$ cat src/rtl/instr_encoder.sv
// Purpose: packs ALU instruction fields into 32-bit decoder words and buffers them in a DEPTH-entry FIFO.
// Latency: a word pushed into an empty FIFO is on OUT with out_valid=1 right after the push edge.
// Backpressure: in_ready drops when full (a same-cycle pop does not relax it); OUT holds while out_ready=0.
// Build option: define SHAMT_CLAMP_EN to clamp SLA/SRA shift amounts above 31 to 31.
module instr_encoder #(
  parameter int DEPTH = 4,
  parameter int CW    = 16
) (
  input  logic                       CLK,
  input  logic                       RST,
  input  logic                       flush,
  input  logic                       in_valid,
  output logic                       in_ready,
  input  logic [1:0]                 in_op,
  input  logic [1:0]                 in_rs,
  input  logic [1:0]                 in_rt,
  input  logic [7:0]                 in_shamt,
  input  logic [1:0]                 in_rd,
  output logic                       out_valid,
  input  logic                       out_ready,
  output logic [31:0]                OUT,
  output logic [$clog2(DEPTH+1)-1:0] level,
  output logic [CW-1:0]              issued_cnt
);

  localparam int AW = $clog2(DEPTH);
  localparam int LW = $clog2(DEPTH+1);
  localparam logic [LW-1:0] FULL_LVL = LW'(DEPTH);

  localparam logic [1:0] OP_ADD = 2'd0;
  localparam logic [1:0] OP_SUB = 2'd1;
  localparam logic [1:0] OP_SLA = 2'd2;

  logic [AW-1:0] wr_ptr_q, wr_ptr_d;
  logic [AW-1:0] rd_ptr_q, rd_ptr_d;
  logic [LW-1:0] level_q, level_d;
  logic [CW-1:0] issued_cnt_q, issued_cnt_d;
  logic [31:0]   mem_q [DEPTH];
  logic [31:0]   mem_d [DEPTH];

  logic [31:0] enc_word;
  logic [7:0]  opcode;
  logic [7:0]  shamt_enc;
  logic [7:0]  mid_field;
  logic        push;
  logic        pop;

  assign in_ready   = (level_q != FULL_LVL);
  assign out_valid  = (level_q != '0);
  assign push       = in_valid && in_ready;
  assign pop        = out_valid && out_ready;
  assign level      = level_q;
  assign issued_cnt = issued_cnt_q;
  // Head entry comes straight from storage, so there is no path from in_* to OUT.
  assign OUT        = out_valid ? mem_q[rd_ptr_q] : 32'h0;

  // Encode the incoming field set into the decoder word format.
  always_comb begin
    opcode    = 8'h00;
    shamt_enc = in_shamt;
    mid_field = 8'h00;
    case (in_op)
      OP_ADD:  opcode = 8'h20;
      OP_SUB:  opcode = 8'h10;
      OP_SLA:  opcode = 8'h08;
      default: opcode = 8'h04;
    endcase
`ifdef SHAMT_CLAMP_EN
    // Shifting a 32-bit datapath by more than 31 is meaningless; saturate.
    if (in_shamt > 8'd31) begin
      shamt_enc = 8'd31;
    end
`else
    shamt_enc = in_shamt;
`endif
    if (in_op == OP_ADD || in_op == OP_SUB) begin
      mid_field = {6'b0, in_rt};
    end else begin
      mid_field = shamt_enc;
    end
    enc_word = {opcode, 6'b0, in_rs, mid_field, 6'b0, in_rd};
  end

  // Next-state for pointers, occupancy, pop counter and storage; flush wins over push/pop.
  always_comb begin
    wr_ptr_d     = wr_ptr_q;
    rd_ptr_d     = rd_ptr_q;
    level_d      = level_q;
    issued_cnt_d = issued_cnt_q;
    mem_d        = mem_q;
    if (flush) begin
      wr_ptr_d = '0;
      rd_ptr_d = '0;
      level_d  = '0;
    end else begin
      if (push) begin
        mem_d[wr_ptr_q] = enc_word;
        wr_ptr_d        = wr_ptr_q + 1'b1;
      end
      if (pop) begin
        rd_ptr_d     = rd_ptr_q + 1'b1;
        issued_cnt_d = issued_cnt_q + 1'b1;
      end
      if (push && !pop) begin
        level_d = level_q + 1'b1;
      end else if (pop && !push) begin
        level_d = level_q - 1'b1;
      end
    end
  end

  // Control state, cleared asynchronously by RST.
  always_ff @(posedge CLK or posedge RST) begin
    if (RST) begin
      wr_ptr_q     <= '0;
      rd_ptr_q     <= '0;
      level_q      <= '0;
      issued_cnt_q <= '0;
    end else begin
      wr_ptr_q     <= wr_ptr_d;
      rd_ptr_q     <= rd_ptr_d;
      level_q      <= level_d;
      issued_cnt_q <= issued_cnt_d;
    end
  end

  // Word storage; contents are don't-care after reset since level gates visibility.
  always_ff @(posedge CLK) begin
    mem_q <= mem_d;
  end

endmodule

$ cat config.mk
export PLATFORM = sky130hd
export DESIGN_NAME = instr_encoder
export DESIGN_NICKNAME = d
export VERILOG_FILES = /design/src/rtl/instr_encoder.sv
export SDC_FILE = /design/constraint.sdc
export NUM_CORES = 1
export LEC_CHECK = 0
export CAP_MARGIN = 40
export CORE_ASPECT_RATIO = 0.75
export CORE_MARGIN = 5
export CORE_UTILIZATION = 47
export DETAILED_ROUTE_END_ITERATION = 10
export GPL_TIMING_DRIVEN = 0
export PLACE_DENSITY = 0.76
export SYNTH_ARGS = -nofsm -noshare
export SYNTH_HDL_FRONTEND = slang
export SYNTH_SLANG_ARGS = --single-unit
$ cat constraint.sdc
create_clock -name CLK -period 2.2 [get_ports CLK]
set_input_delay 0.22 -clock CLK [delete_from_list [all_inputs] [get_ports CLK]]
set_output_delay 0.22 -clock CLK [all_outputs]
set_load 0.03 [all_outputs]
==> impl_metrics.csv <==
group,metric,value,unit
outcome,run_status,"complete, but fails checks",
outcome,violations,"setup timing",
hold_path,min_path_type,"in -> async",
global_route,grt_pass1_wl,11900,um
synthesis,yosysWarnings,0,
detailed_routing,wl,7570,um
timing,tightest_slew,900,ps
floorplan,die-area,10100,um^2
critical_path,crit_chain,"or3_4 > clkbuf_16 > a21oi_4 > fa_2 > nor2_1 > mux2i_1 > o22ai_1 > a2111oi_2",
detailed_routing,initialDrtViolationCount,127,
global_route,grt_use_total,0.158,
critical_path,r2r_start,"level[0]$_DFFE_PP0P_",
global_route,grt_overflow,0,
synthesis,synth-edff-count,64,
detailed_routing,vias,2206,
clock_network,clock_latency,340,ps
timing,fin_ws,-53.6,ps
layout,design_area,4930,um^2
timing,slew_violations,0,
clock_network,root_buffer,"clkbuf_8",
clock_network,cts_num_sinks,87,
clock_network,cts_tree,"yes",
timing,rsz0062_at_grt,"yes",
critical_path,worstSetupEndpointType,"flip-flop",
detailed_routing,wl_per_cell,17.0,um
timing,maxSlewHeadroom,0.394,
place,place_congestion,0.723,
place,portBuffers,57,
synthesis,ys_ff_latch,87,
layout,regArea,2500,um^2
timing,skew,7.94,ps
floorplan,io_pins,74,
floorplan,die_w,114,um
floorplan,rows,28,
synthesis,synthArstFlopShare,0.264,
timing,min_period,2250,ps
floorplan,die_h,88.1,um
critical_path,cp.required,2420,ps
layout,finish.utilization,0.622,
critical_path,rrSetupSlack,-50,ps
place,hpwl,4910,um
floorplan,start_util,0.483,
floorplan,core_area,7920,um^2
critical_path,critPathLaunch,"level[0]$_DFFE_PP0P_",
critical_path,startpoint_type,"flip-flop",
detailed_routing,via_per_inst,4.96,
pwr,vdd_ir_drop_max,0.000590,V
clock_network,htree_levels,3,
timing,finalSetupViolCount,1,
timing,hold_violations,0,
layout,multi_input_area,1250,um^2
detailed_routing,dr.pass1.iters,4,
place,dpl_cell_area,4660,um^2
synthesis,synthCells,242,
synthesis,synth_cell_types,34,
layout,drive_above_1_share,0.279,
global_route,grt_pass1_vias,2310,
flow_run,maxCapViolCount,0,
layout,antennaDiodeCount,0,
clock_network,clk_pin_slew,80,ps
critical_path,cp.arrival,2470,ps
critical_path,cpPeakStageDelay,460,ps
clock_network,clk_path_buf_depth,2,
place,place_ws,-383,ps
layout,fill_cells,620,
critical_path,critPathKind,"reg -> reg",
detailed_routing,drc_errors,0,
pwr,p_leak,1.91,nW
synthesis,ys_seq_area_frac,0.653,
synthesis,synth.avg_cell_area,15.8,um^2
global_route,antenna_found_initial,0,
critical_path,slowest_stage,"or3_4",
pwr,p_per_area,1130,nW/um^2
layout,nets,362,
layout,synthToLayoutAreaGrowth,28.8,%
critical_path,path_max_fanout,6,
synthesis,ys.flop_type,"edfxtp_1",
global_route,grt_max_degree,21,
timing,max_freq,444,MHz
clock_network,cts_buffers,9,
synthesis,synth_area,3820,um^2
timing,finalCritPeriodShare,1.02,
detailed_routing,ant_nets,0,
==> metrics by stage <==
stage | hold WS, ps | std cells | total power [mW] | setup TNS [ps]
after floorplan | 222 | 257 | 3.58 | -32.4
after global placement | 464 | 419 | 4.34 | -6120
after detailed placement | 468 | 420 | 4.38 | -9770
after CTS | 96.7 | 443 | 5.57 | -104
after global routing | 120 | 445 | 5.81 | -187
final | 102 | 445 | 5.55 | -53.6
==> worst max-delay path, delay by kind of cell (launching register included) <==
kind                       cells  cell delay [ps]
AOI/OAI and AO/OA              3              620
adders and majority gates      1              240
buffers and inverters          1              190
DFF                            1              430
muxes                          1              140
and+or+nand+nor                2              510
==> synthesized netlist by cell type (all sizes together), types with 2 or more instances <==
cell,count,share of area
edfxtp,64,0.50
and2,27,0.044
dfrtp,23,0.15
buf,20,0.036
mux4,16,0.094
nor2,13,0.013
xnor2,13,0.030
inv,7,0.0069
nand2,7,0.0088
xor2,7,0.016
nand3,6,0.0079
ha,5,0.016
mux2,5,0.015
and4,4,0.0092
clkbuf,4,0.0039
nand4,3,0.0049
a21oi,2,0.0026
and3,2,0.0033
nor2b,2,0.0033
==> sequential cells by signal (all words and copies together) (netlist names) <==
register    count
mem_q          64
issued_cnt     16
level           3
rd_ptr_q        2
wr_ptr_q        2
==> worst paths after layout <==
kind	endpoint	cells past startpoint
max in group asynchronous	level[0]$_DFFE_PP0P_	3
min	issued_cnt[8]$_DFFE_PP0P_	2
max reg2reg	level[2]$_DFFE_PP0P_	8
min reg2reg	issued_cnt[15]$_DFFE_PP0P_	1
max	level[2]$_DFFE_PP0P_	8
min in group CLK	issued_cnt[15]$_DFFE_PP0P_	1
==> report_power, final <==
| part | switching (mW) | internal, mW |
|---|---|---|
| clock network | 0.526 | 0.636 |
| logic | 1.32 | 1.03 |
| registers | 0.107 | 1.93 |
==> kinds of logic (layout without fill, tap and decap cells) <==
family / after synthesis / count (layout) / synth area share
other: 1 / 16 / 0.000981
muxes: 22 / 22 / 0.112
buffers and inverters: 31 / 113 / 0.0471
xor gates and xnor gates: 20 / 20 / 0.0458
and+or+nand+nor: 70 / 71 / 0.108
adders and majority gates: 6 / 6 / 0.0216
DFF: 87 / 87 / 0.653
AOI/OAI and AO/OA: 5 / 5 / 0.0121
==> layout by cell type (no fill, tap or decap), drive strengths merged, types with 4 or more instances in the layout <==
cell / instances
mux4: 16
inv: 8
nand2: 7
and4: 4
clkbuf: 15
dfrtp: 23
buf: 39
nor2: 13
ha: 5
nand3: 6
mux2: 5
xnor2: 13
edfxtp: 64
and2: 27
dlygate4sd2: 6
clkdlybuf4s50: 39
xor2: 7
conb: 16
==> area by class of cell <==
class                           instances  share of cell area
Inverter                                7             0.00533
Clock buffer                           10              0.0259
Multi-Input combinational cell        140               0.253
Sequential cell                        87               0.508
Timing Repair Buffer                   67               0.122
Tap cell                              105              0.0267
Buffer                                 23              0.0417
Clock inverter                          6              0.0168
==> routing by layer <==
layer	track usage	wire length (um)	vias to the layer above	share of wire
met5	0	0	-	0
met3	0.0470	454	7	0.060
met4	0.0464	97	0	0.013
li1	-	-	1038	-
met2	0.255	3720	66	0.49
met1	0.210	3300	1095	0.44
==> repair_timing <==
item	in CTS	in global routing
gates resized for setup	65	12
setup buffers	7	2
hold buffers	0	0
pin swaps	3	0
endpoints found under the setup margin	18	15
cloned	1	0
No activity file was read; power rests on OpenSTA's default activity.
